--- src/rtl/inst_reload_ctrl.sv ---
`default_nettype none
// ============================================================================
//  Module      : inst_reload_ctrl
//  Description : Program-load / reload sequencer for the serial CPU. Splits
//                host instruction words into little-endian memory bytes at
//                PROG_BASE, pulses cpu_start, then follows the CPU nxt
//                handshake to reload the next block or halt.
//  Revision    : 1.0 - initial release
// ============================================================================
module inst_reload_ctrl #(
  parameter int MEM_DATA_WIDTH = 8,
  parameter int MEM_ADDR_WIDTH = 10,
  parameter int INST_WIDTH     = 16,
  parameter int PROG_BASE      = 500,
  parameter int MAX_WORDS      = 16
) (
  input  logic                      clk,
  input  logic                      rst_n,
  input  logic                      h_valid,
  input  logic [INST_WIDTH-1:0]     h_data,
  input  logic                      h_last,
  output logic                      h_ready,
  input  logic [1:0]                nxt,
  output logic                      cpu_start,
  output logic                      ldr_own,
  output logic [MEM_ADDR_WIDTH-1:0] mem_addr,
  output logic                      mem_we,
  output logic [MEM_DATA_WIDTH-1:0] mem_wdata,
  output logic                      halted,
  output logic                      err_ovf,
  output logic [7:0]                load_cnt
);

  localparam int BYTES  = INST_WIDTH / MEM_DATA_WIDTH;
  localparam int IDX_W  = (MAX_WORDS > 1) ? $clog2(MAX_WORDS) : 1;
  localparam int BCNT_W = (BYTES > 1) ? $clog2(BYTES) : 1;
  localparam logic [IDX_W-1:0]  LAST_IDX  = IDX_W'(MAX_WORDS - 1);
  localparam logic [BCNT_W-1:0] LAST_BYTE = BCNT_W'(BYTES - 1);

  typedef enum logic [2:0] {
    S_LOAD  = 3'd0,
    S_WRITE = 3'd1,
    S_START = 3'd2,
    S_RUN   = 3'd3,
    S_HALT  = 3'd4
  } state_t;

  state_t                    state_q, state_d;
  logic [INST_WIDTH-1:0]     word_q, word_d;      // bytes still to be written, LSB next
  logic                      last_q, last_d;
  logic [IDX_W-1:0]          idx_q, idx_d;        // word index within the block
  logic [BCNT_W-1:0]         byte_q, byte_d;      // byte currently on the bus
  logic                      h_ready_q, h_ready_d;
  logic                      ldr_own_q, ldr_own_d;
  logic                      cpu_start_q, cpu_start_d;
  logic [MEM_ADDR_WIDTH-1:0] mem_addr_q, mem_addr_d;
  logic                      mem_we_q, mem_we_d;
  logic [MEM_DATA_WIDTH-1:0] mem_wdata_q, mem_wdata_d;
  logic                      halted_q, halted_d;
  logic                      err_ovf_q, err_ovf_d;
  logic [7:0]                load_cnt_q, load_cnt_d;
  logic [MEM_ADDR_WIDTH-1:0] word_addr;

  // Address of byte 0 of the current word, wrapped to the memory size.
  assign word_addr = MEM_ADDR_WIDTH'(PROG_BASE + 32'(idx_q) * BYTES);

  // Next-state and registered-output computation; outputs follow the next state.
  always_comb begin
    state_d     = state_q;
    word_d      = word_q;
    last_d      = last_q;
    idx_d       = idx_q;
    byte_d      = byte_q;
    mem_we_d    = 1'b0;
    mem_addr_d  = mem_addr_q;
    mem_wdata_d = mem_wdata_q;
    err_ovf_d   = err_ovf_q;
    load_cnt_d  = load_cnt_q;

    case (state_q)
      S_LOAD: begin
        if (h_valid && h_ready_q) begin
          state_d     = S_WRITE;
          last_d      = h_last;
          byte_d      = '0;
          mem_we_d    = 1'b1;
          mem_addr_d  = word_addr;
          mem_wdata_d = h_data[MEM_DATA_WIDTH-1:0];
          word_d      = h_data >> MEM_DATA_WIDTH;
        end
      end
      S_WRITE: begin
        if (byte_q != LAST_BYTE) begin
          byte_d      = byte_q + BCNT_W'(1);
          mem_we_d    = 1'b1;
          mem_addr_d  = mem_addr_q + MEM_ADDR_WIDTH'(1);
          mem_wdata_d = word_q[MEM_DATA_WIDTH-1:0];
          word_d      = word_q >> MEM_DATA_WIDTH;
        end else if (last_q || (idx_q == LAST_IDX)) begin
          // A full block without a last flag is cut here; the rest waits.
          state_d = S_START;
          if (!last_q) begin
            err_ovf_d = 1'b1;
          end
        end else begin
          state_d = S_LOAD;
          idx_d   = idx_q + IDX_W'(1);
        end
      end
      S_START: begin
        idx_d   = '0;
        state_d = S_RUN;
        if (load_cnt_q != 8'hFF) begin
          load_cnt_d = load_cnt_q + 8'd1;
        end
      end
      S_RUN: begin
        // Halt wins over a simultaneous reload request.
        if (nxt[0]) begin
          state_d = S_HALT;
        end else if (nxt[1]) begin
          state_d = S_LOAD;
        end
      end
      S_HALT: begin
        state_d = S_HALT;
      end
      default: begin
        state_d = S_LOAD;
      end
    endcase

    h_ready_d   = (state_d == S_LOAD);
    ldr_own_d   = (state_d == S_LOAD) || (state_d == S_WRITE);
    cpu_start_d = (state_d == S_START);
    halted_d    = (state_d == S_HALT);
  end

  // State and output registers with asynchronous reset into LOAD.
  always_ff @(posedge clk or negedge rst_n) begin
    if (!rst_n) begin
      state_q     <= S_LOAD;
      word_q      <= '0;
      last_q      <= 1'b0;
      idx_q       <= '0;
      byte_q      <= '0;
      h_ready_q   <= 1'b1;
      ldr_own_q   <= 1'b1;
      cpu_start_q <= 1'b0;
      mem_addr_q  <= '0;
      mem_we_q    <= 1'b0;
      mem_wdata_q <= '0;
      halted_q    <= 1'b0;
      err_ovf_q   <= 1'b0;
      load_cnt_q  <= '0;
    end else begin
      state_q     <= state_d;
      word_q      <= word_d;
      last_q      <= last_d;
      idx_q       <= idx_d;
      byte_q      <= byte_d;
      h_ready_q   <= h_ready_d;
      ldr_own_q   <= ldr_own_d;
      cpu_start_q <= cpu_start_d;
      mem_addr_q  <= mem_addr_d;
      mem_we_q    <= mem_we_d;
      mem_wdata_q <= mem_wdata_d;
      halted_q    <= halted_d;
      err_ovf_q   <= err_ovf_d;
      load_cnt_q  <= load_cnt_d;
    end
  end

  assign h_ready   = h_ready_q;
  assign ldr_own   = ldr_own_q;
  assign cpu_start = cpu_start_q;
  assign mem_addr  = mem_addr_q;
  assign mem_we    = mem_we_q;
  assign mem_wdata = mem_wdata_q;
  assign halted    = halted_q;
  assign err_ovf   = err_ovf_q;
  assign load_cnt  = load_cnt_q;

endmodule
`default_nettype wire

--- config.mk ---
export PLATFORM = sky130hd
export DESIGN_NAME = inst_reload_ctrl
export DESIGN_NICKNAME = d
export VERILOG_FILES = /design/src/rtl/inst_reload_ctrl.sv
export SDC_FILE = /design/constraint.sdc
export NUM_CORES = 1
export LEC_CHECK = 0
export ABC_AREA = 1
export CORE_MARGIN = 2
export CORE_UTILIZATION = 30
export DETAILED_ROUTE_END_ITERATION = 8
export HOLD_SLACK_MARGIN = 0.08
export PLACE_DENSITY = 0.53
export SYNTH_ARGS = -nofsm -noshare
export SYNTH_HDL_FRONTEND = slang
export SYNTH_SLANG_ARGS = --single-unit
--- constraint.sdc ---
create_clock -name clk -period 4.3 [get_ports clk]
set_clock_uncertainty 0.2 [all_clocks]
set_input_delay 0.43 -clock clk [delete_from_list [all_inputs] [get_ports clk]]
set_output_delay 0.43 -clock clk [all_outputs]
set_load 0.05 [all_outputs]
==> results of run 1 <==
[power by group through the flow]
stage          Clock (mW)  Combinational [mW]  Sequential, mW
6_report            0.336                1.32           0.818
5_1_grt             0.374                1.46           0.848
4_1_cts             0.355                1.34           0.820
3_5_place_dp            0                1.33           0.828
3_3_place_gp            0                1.32           0.827
2_1_floorplan           0               0.594            1.19
[routing by layer]
layer | vias to the layer above | routed length, um
met5 | - | 0
met4 | 0 | 30
met3 | 2 | 233
met2 | 33 | 2450
met1 | 887 | 2650
li1 | 1041 | -
[cells by family after synthesis]
kind of cell | count (synthesis)
AO/OA/AOI/OAI | 36
XOR/XNOR | 11
adder cells (fa/ha/maj) | 5
buffers and inverters | 36
flip-flops | 49
AND/OR/NAND/NOR | 157
[how the worst min path moves through the flow]
| stage | from | to | slack (ns) | cells past startpoint |
|---|---|---|---|---|
| floorplan | rst_n | byte_q | -0.07 | 0 |
| global placement | last_q | err_ovf | 0.25 | 1 |
| detailed placement | last_q | err_ovf | 0.25 | 1 |
| CTS | last_q | err_ovf | 0.27 | 1 |
| global route | word_q[0] | word_q[0] | 0.30 | 2 |
| finish | last_q | err_ovf | 0.26 | 1 |
[metrics by stage]
step	util (%)	std cells	power [mW]
CTS	40.8	453	2.51
detailed placement	39.2	444	2.16
global route	40.8	453	2.68
finish	40.8	453	2.47
floorplan	-	294	1.79
global placement	39.2	444	2.15
[cells in the final DEF, fill, tap and decap left out, types with 2 or more instances in the layout]
master / instances
nand2_4: 2
clkbuf_8: 6
o21bai_1: 2
a21oi_1: 4
nand2_1: 108
nand4_1: 2
a31oi_1: 8
dfstp_2: 2
xnor2_1: 4
o21ai_1: 2
clkdlybuf4s50_1: 52
ha_1: 5
inv_1: 25
nand3_1: 13
xor2_1: 7
inv_2: 5
o21ai_0: 18
nor2_1: 26
dfrtp_1: 47
[repair_timing]
item                      CTS  global route
gates resized for setup     0             0
hold buffers                1             0
hold endpoints to repair   47             0
[flip-flops by register name, summed over array words and instances, names as in the netlist, 3 cells and up]
| name | flops |
|---|---|
| load_cnt | 8 |
| idx_q | 4 |
| mem_addr | 10 |
| state_q | 3 |
| word_q | 8 |
| mem_wdata | 8 |
[final cells by class]
| cell class | instances | share of cell area [%] |
|---|---|---|
| repair buffers | 55 | 17.0 |
| clock inverters | 1 | 0.943 |
| inverters | 30 | 3.53 |
| flip-flops and latches | 49 | 38.6 |
| multi-input cells | 209 | 33.2 |
| clock buffers | 7 | 2.71 |
| well taps | 102 | 4.01 |
==> results.py, run 1 <==
metrics = {
    "setup_path": {
        "cp.arrival_ns": 1.62,
        "startpoint": "h_ready",
        "regToRegStartpoint": "state_q[1]",
        "r2r_slack_ns": 2.48,
        "path_depth": 1,
        "path_cells": "clkdlybuf4s50_1",
        "rr_worst_depth": 6,
        "worstPathBufferInverterCount": 1,
        "required_ns": 3.67,
        "end_kind": "output pin",
        "critPathKind": "reg -> out",
        "startpoint_type": "flip-flop",
        "crit_path_end": "h_ready",
        "slowest_stage": "clkdlybuf4s50_1",
        "path_delay_family": "buffers and inverters",
        "worst_r2r_endpoint": "mem_addr[4]",
        "crit_fanout": 2,
        "slowest_delay_ns": 0.79,
    },
    "cts": {
        "post_cts_buffers": 0,
        "cts_tree": "done",
        "cts_sinks": 49,
        "path_clk_slew_ns": 0.09,
        "cts_made_buffers": 5,
        "cts_root_buf": "clkbuf_8",
        "clkLatencyLatePin_ns": 0.29,
        "clock_path_buffers": 2,
        "htree_levels": 2,
    },
    "logic_synthesis": {
        "synth_edf_count": 0,
        "syn_nets": 321,
        "synth-simple-area-share_pct": 27.9,
        "avgSynthCellArea_um2": 8.34,
        "ys_types": 30,
        "synth_fa_ha_area_share_pct": 2.55,
        "synth_most_common_cell": "nand2_1",
        "ys_top_cells_by_count": "108 x nand2_1, 47 x dfrtp_1, 26 x nor2_1",
        "ys_seq_area_share_pct": 50.1,
        "synthMuxAreaShare_pct": 0,
        "synth_compound_area_share_pct": 8.72,
        "ys_top_cells_by_area": "dfrtp_1 48%, nand2_1 17%, nor2_1 4.0%",
        "yosysWarnings": 0,
        "synth-seq-cells": 49,
        "synth_top_family_by_area": "simple AND/OR/NAND/NOR gates",
        "async_flop_share_pct": 100,
        "synthesis.area_um2": 2450,
        "synth_top_area_cell": "dfrtp_1",
        "synth-xor-area-share_pct": 3.93,
        "syn_inst": 294,
        "synth_top_area_share_pct": 48.0,
        "synth-main-ff-cell": "dfrtp_1",
    },
    "power": {
        "power_frac_seq_pct": 33.1,
        "p_leak_nw": 1.52,
        "p_int_mw": 1.28,
        "switching_share_pct": 48.1,
        "power_frac_comb_pct": 53.3,
        "switching_power_mw": 1.19,
        "p_clk_share_pct": 13.6,
        "power_density_nw_per_um2": 776,
        "peakVddDrop_uv": 334,
    },
    "sta": {
        "setup_viol": 0,
        "period_share_pct": 52.4,
        "tns_ns": 0,
        "layout_setup_ws_ns": 2.05,
        "finalCriticalPeriod_ns": 2.25,
        "slew-limit-headroom_pct": 58.5,
        "hold_viol_final": 0,
        "worst_pin_slew_ns": 0.623,
        "maxSlewViolCount": 0,
        "holdWs_ns": 0.261,
        "fmax_mhz": 444,
        "rsz0062_at_grt": "false",
    },
    "grt": {
        "grt_antenna_before_repair": 0,
        "grt_util_all_layers_pct": 12.7,
        "grt.busiest_layer": "met2",
        "overflow": 0,
        "grt_pass1_wl_mm": 8.94,
        "grt_max_degree": 50,
        "use_met2_pct": 20.0,
        "groute.layer.met3.usage_pct": 3.83,
        "grt_pass1_vias": 1862,
        "grtUsageMet1_pct": 17.4,
    },
    "placement": {
        "detailedPlace.worstSlack_ns": 2.25,
        "dp_hpwl_mm": 3.82,
        "gp_congestion": 0.789,
        "placed_cell_area_um2": 3060,
        "port_buffers": 53,
    },
    "detailed_routing": {
        "drc": 0,
        "vias": 1963,
        "vias_per_cell": 4.33,
        "totalWireLength_mm": 5.36,
        "firstDrtPassIters": 4,
        "drt-initial-drc-count": 76,
        "ant_nets": 0,
        "wl_per_cell_um": 11.8,
    },
    "layout": {
        "diodes": 0,
        "fill_cells": 818,
        "fin_nets": 377,
        "area_growth_pct": 29.9,
        "seq_area_um2": 1230,
        "layout-drive-gt1-share_pct": 7.41,
        "fin_area_um2": 3190,
        "multi_input_area_um2": 1060,
    },
    "flow_run": {
        "drv_cap": 0,
    },
    "die": {
        "rows": 32,
        "io_pins": 54,
        "chipHeight_um": 94.4,
        "die_w_um": 94.4,
        "core_area_um2": 7810,
        "start_util_pct": 31.4,
        "dieArea_um2": 8910,
    },
    "outcome": {
        "status": "completed",
    },
    "worst_hold_path": {
        "hold_class": "reg -> reg",
    },
}
Note: power is estimated with default switching activity, not from simulation.
==> inputs of run 2 (changes only) <==
Clock period 4.3 ns to 2.08 ns, I/O delays scaled along.
==> results.py, run 2 (same netlist as run 1, synthesis figures left out) <==
metrics = {
    "sta": {
        "rsz0062_at_grt": "false",
        "fmax_mhz": 498,
        "period_share_pct": 96.4,
        "maxSlewViolCount": 0,
        "setup_viol": 0,
        "tns_ns": 0,
        "finalCriticalPeriod_ns": 2.01,
        "holdWs_ns": 0.217,
        "hold_viol_final": 0,
        "slew-limit-headroom_pct": 64.7,
        "worst_pin_slew_ns": 0.529,
    },
    "power": {
        "power_density_nw_per_um2": 1570,
        "total_power_mw": 5.01,
        "p_leak_nw": 1.54,
        "peakVddDrop_uv": 653,
    },
    "cts": {
        "post_cts_buffers": 0,
        "htree_levels": 2,
        "cts_made_buffers": 5,
        "path_clk_slew_ns": 0.09,
        "cts_root_buf": "clkbuf_8",
        "cts_tree": "done",
        "clkLatencyLatePin_ns": 0.30,
        "cts_sinks": 49,
        "clock_path_buffers": 2,
    },
    "setup_path": {
        "cp.arrival_ns": 1.60,
        "critPathKind": "reg -> out",
        "startpoint_type": "flip-flop",
        "end_kind": "output pin",
        "slowest_delay_ns": 0.84,
        "worstPathBufferInverterCount": 1,
        "crit_fanout": 7,
        "path_delay_family": "buffers and inverters",
        "path_cells": "clkdlybuf4s50_1",
        "required_ns": 1.67,
        "slowest_stage": "clkdlybuf4s50_1",
    },
    "grt": {
        "grt_pass1_vias": 1986,
        "grt_max_degree": 29,
        "overflow": 0,
        "grt_util_all_layers_pct": 13.3,
        "grt_pass1_wl_mm": 9.25,
        "grt_antenna_before_repair": 0,
    },
    "die": {
        "dieArea_um2": 8910,
        "io_pins": 54,
        "start_util_pct": 31.4,
        "rows": 32,
        "chipHeight_um": 94.4,
        "die_w_um": 94.4,
        "core_area_um2": 7810,
    },
    "layout": {
        "final_cell_mix": "108 x nand2_1, 49 x clkdlybuf4s50_1, 47 x dfrtp_1, 26 x nor2_1, 25 x inv_1",
        "seq_area_um2": 1230,
        "fin_nets": 380,
        "final_common_cell": "nand2_1",
        "diodes": 0,
        "fill_cells": 812,
        "largest_reg_flops": 10,
        "layout-drive-gt1-share_pct": 8.47,
        "area_growth_pct": 29.9,
        "multi_input_area_um2": 1060,
    },
    "detailed_routing": {
        "totalWireLength_mm": 5.40,
        "wl_per_cell_um": 11.8,
        "vias": 2011,
        "firstDrtPassIters": 4,
        "vias_per_cell": 4.41,
        "ant_nets": 0,
        "drt-initial-drc-count": 78,
        "drc": 0,
    },
    "worst_hold_path": {
        "hold_class": "in -> async",
    },
    "placement": {
        "gp_congestion": 0.811,
        "dp_hpwl_mm": 4.01,
        "port_buffers": 53,
    },
    "flow_run": {
        "drv_cap": 0,
    },
    "outcome": {
        "status": "completed",
    },
}
[run 2: changes by cell type in the layout (fill, tap and decap cells not counted), sizes merged]
cell,before,now
bufinv,1,0
buf,2,7
clkinvlp,0,1
dlymetal6s2s,0,1
clkdlybuf4s50,52,49
[run 2: worst paths after layout]
kind,start,to,slack [ns],cells after the start
max in group asynchronous,rst_n,mem_addr[1],0.93,3
min,rst_n,state_q[1],0.22,2
max reg2reg,load_cnt[1],load_cnt[4],0.40,8
min in group clk,h_data[9],word_q[1],0.24,3
max,mem_addr[5],mem_addr[5],0.07,1
min reg2reg,last_q,err_ovf,0.27,1
[run 2: layer usage]
layer	routed length, um	part of all wire [%]	GRT usage [%]	up-vias
li1	-	-	-	1049
met1	2570	48	17.7	920
met2	2460	46	21.0	36
met3	296	5.5	3.75	6
met4	70	1.3	4.35	0
met5	0	0	0	-
[run 2: where the power goes]
part / internal, mW / switching [mW] / leakage, nW / total, mW
Clock: 0.239 / 0.319 / 0.0385 / 0.557
Sequential: 1.35 / 0.321 / 0.597 / 1.67
Combinational: 0.945 / 1.84 / 0.904 / 2.79
Total: 2.53 / 2.48 / 1.54 / 5.01
[run 2: layout make-up]
| cell class | instances | share of cell area (%) |
|---|---|---|
| Sequential cell | 49 | 38.6 |
| Multi-Input combinational cell | 209 | 33.2 |
| Timing Repair Buffer | 58 | 18.1 |
| Tap cell | 102 | 4.01 |
| Inverter | 30 | 3.53 |
| Clock buffer | 7 | 2.40 |
| Clock inverter | 1 | 0.236 |
[run 2: repair_timing]
item / in CTS / in global routing
endpoints found under the hold margin: 21 / 0
hold buffers: 1 / 0
resized for setup: 0 / 1
setup endpoints to repair: 0 / 1
[run 2: worst register-to-register path, cell delays in order, from the launching register on]
cell	delay, ns
dfrtp_1	0.40
ha_1	0.20
nand3_1	0.12
nor2_1	0.16
nand3_1	0.14
nand2_4	0.15
inv_2	0.09
nand2_1	0.06
o21ai_1	0.06
[run 2: stage by stage]
step	worst slack (ns)	instances	util (%)	cell area [um2]
4_1_cts	0.0337	456	40.8	3180
3_5_place_dp	0.303	447	39.6	3090
5_1_grt	0.0147	456	40.8	3190
2_1_floorplan	0.169	294	-	2450
6_report	0.0739	456	40.8	3190
3_3_place_gp	0.348	447	39.6	3090
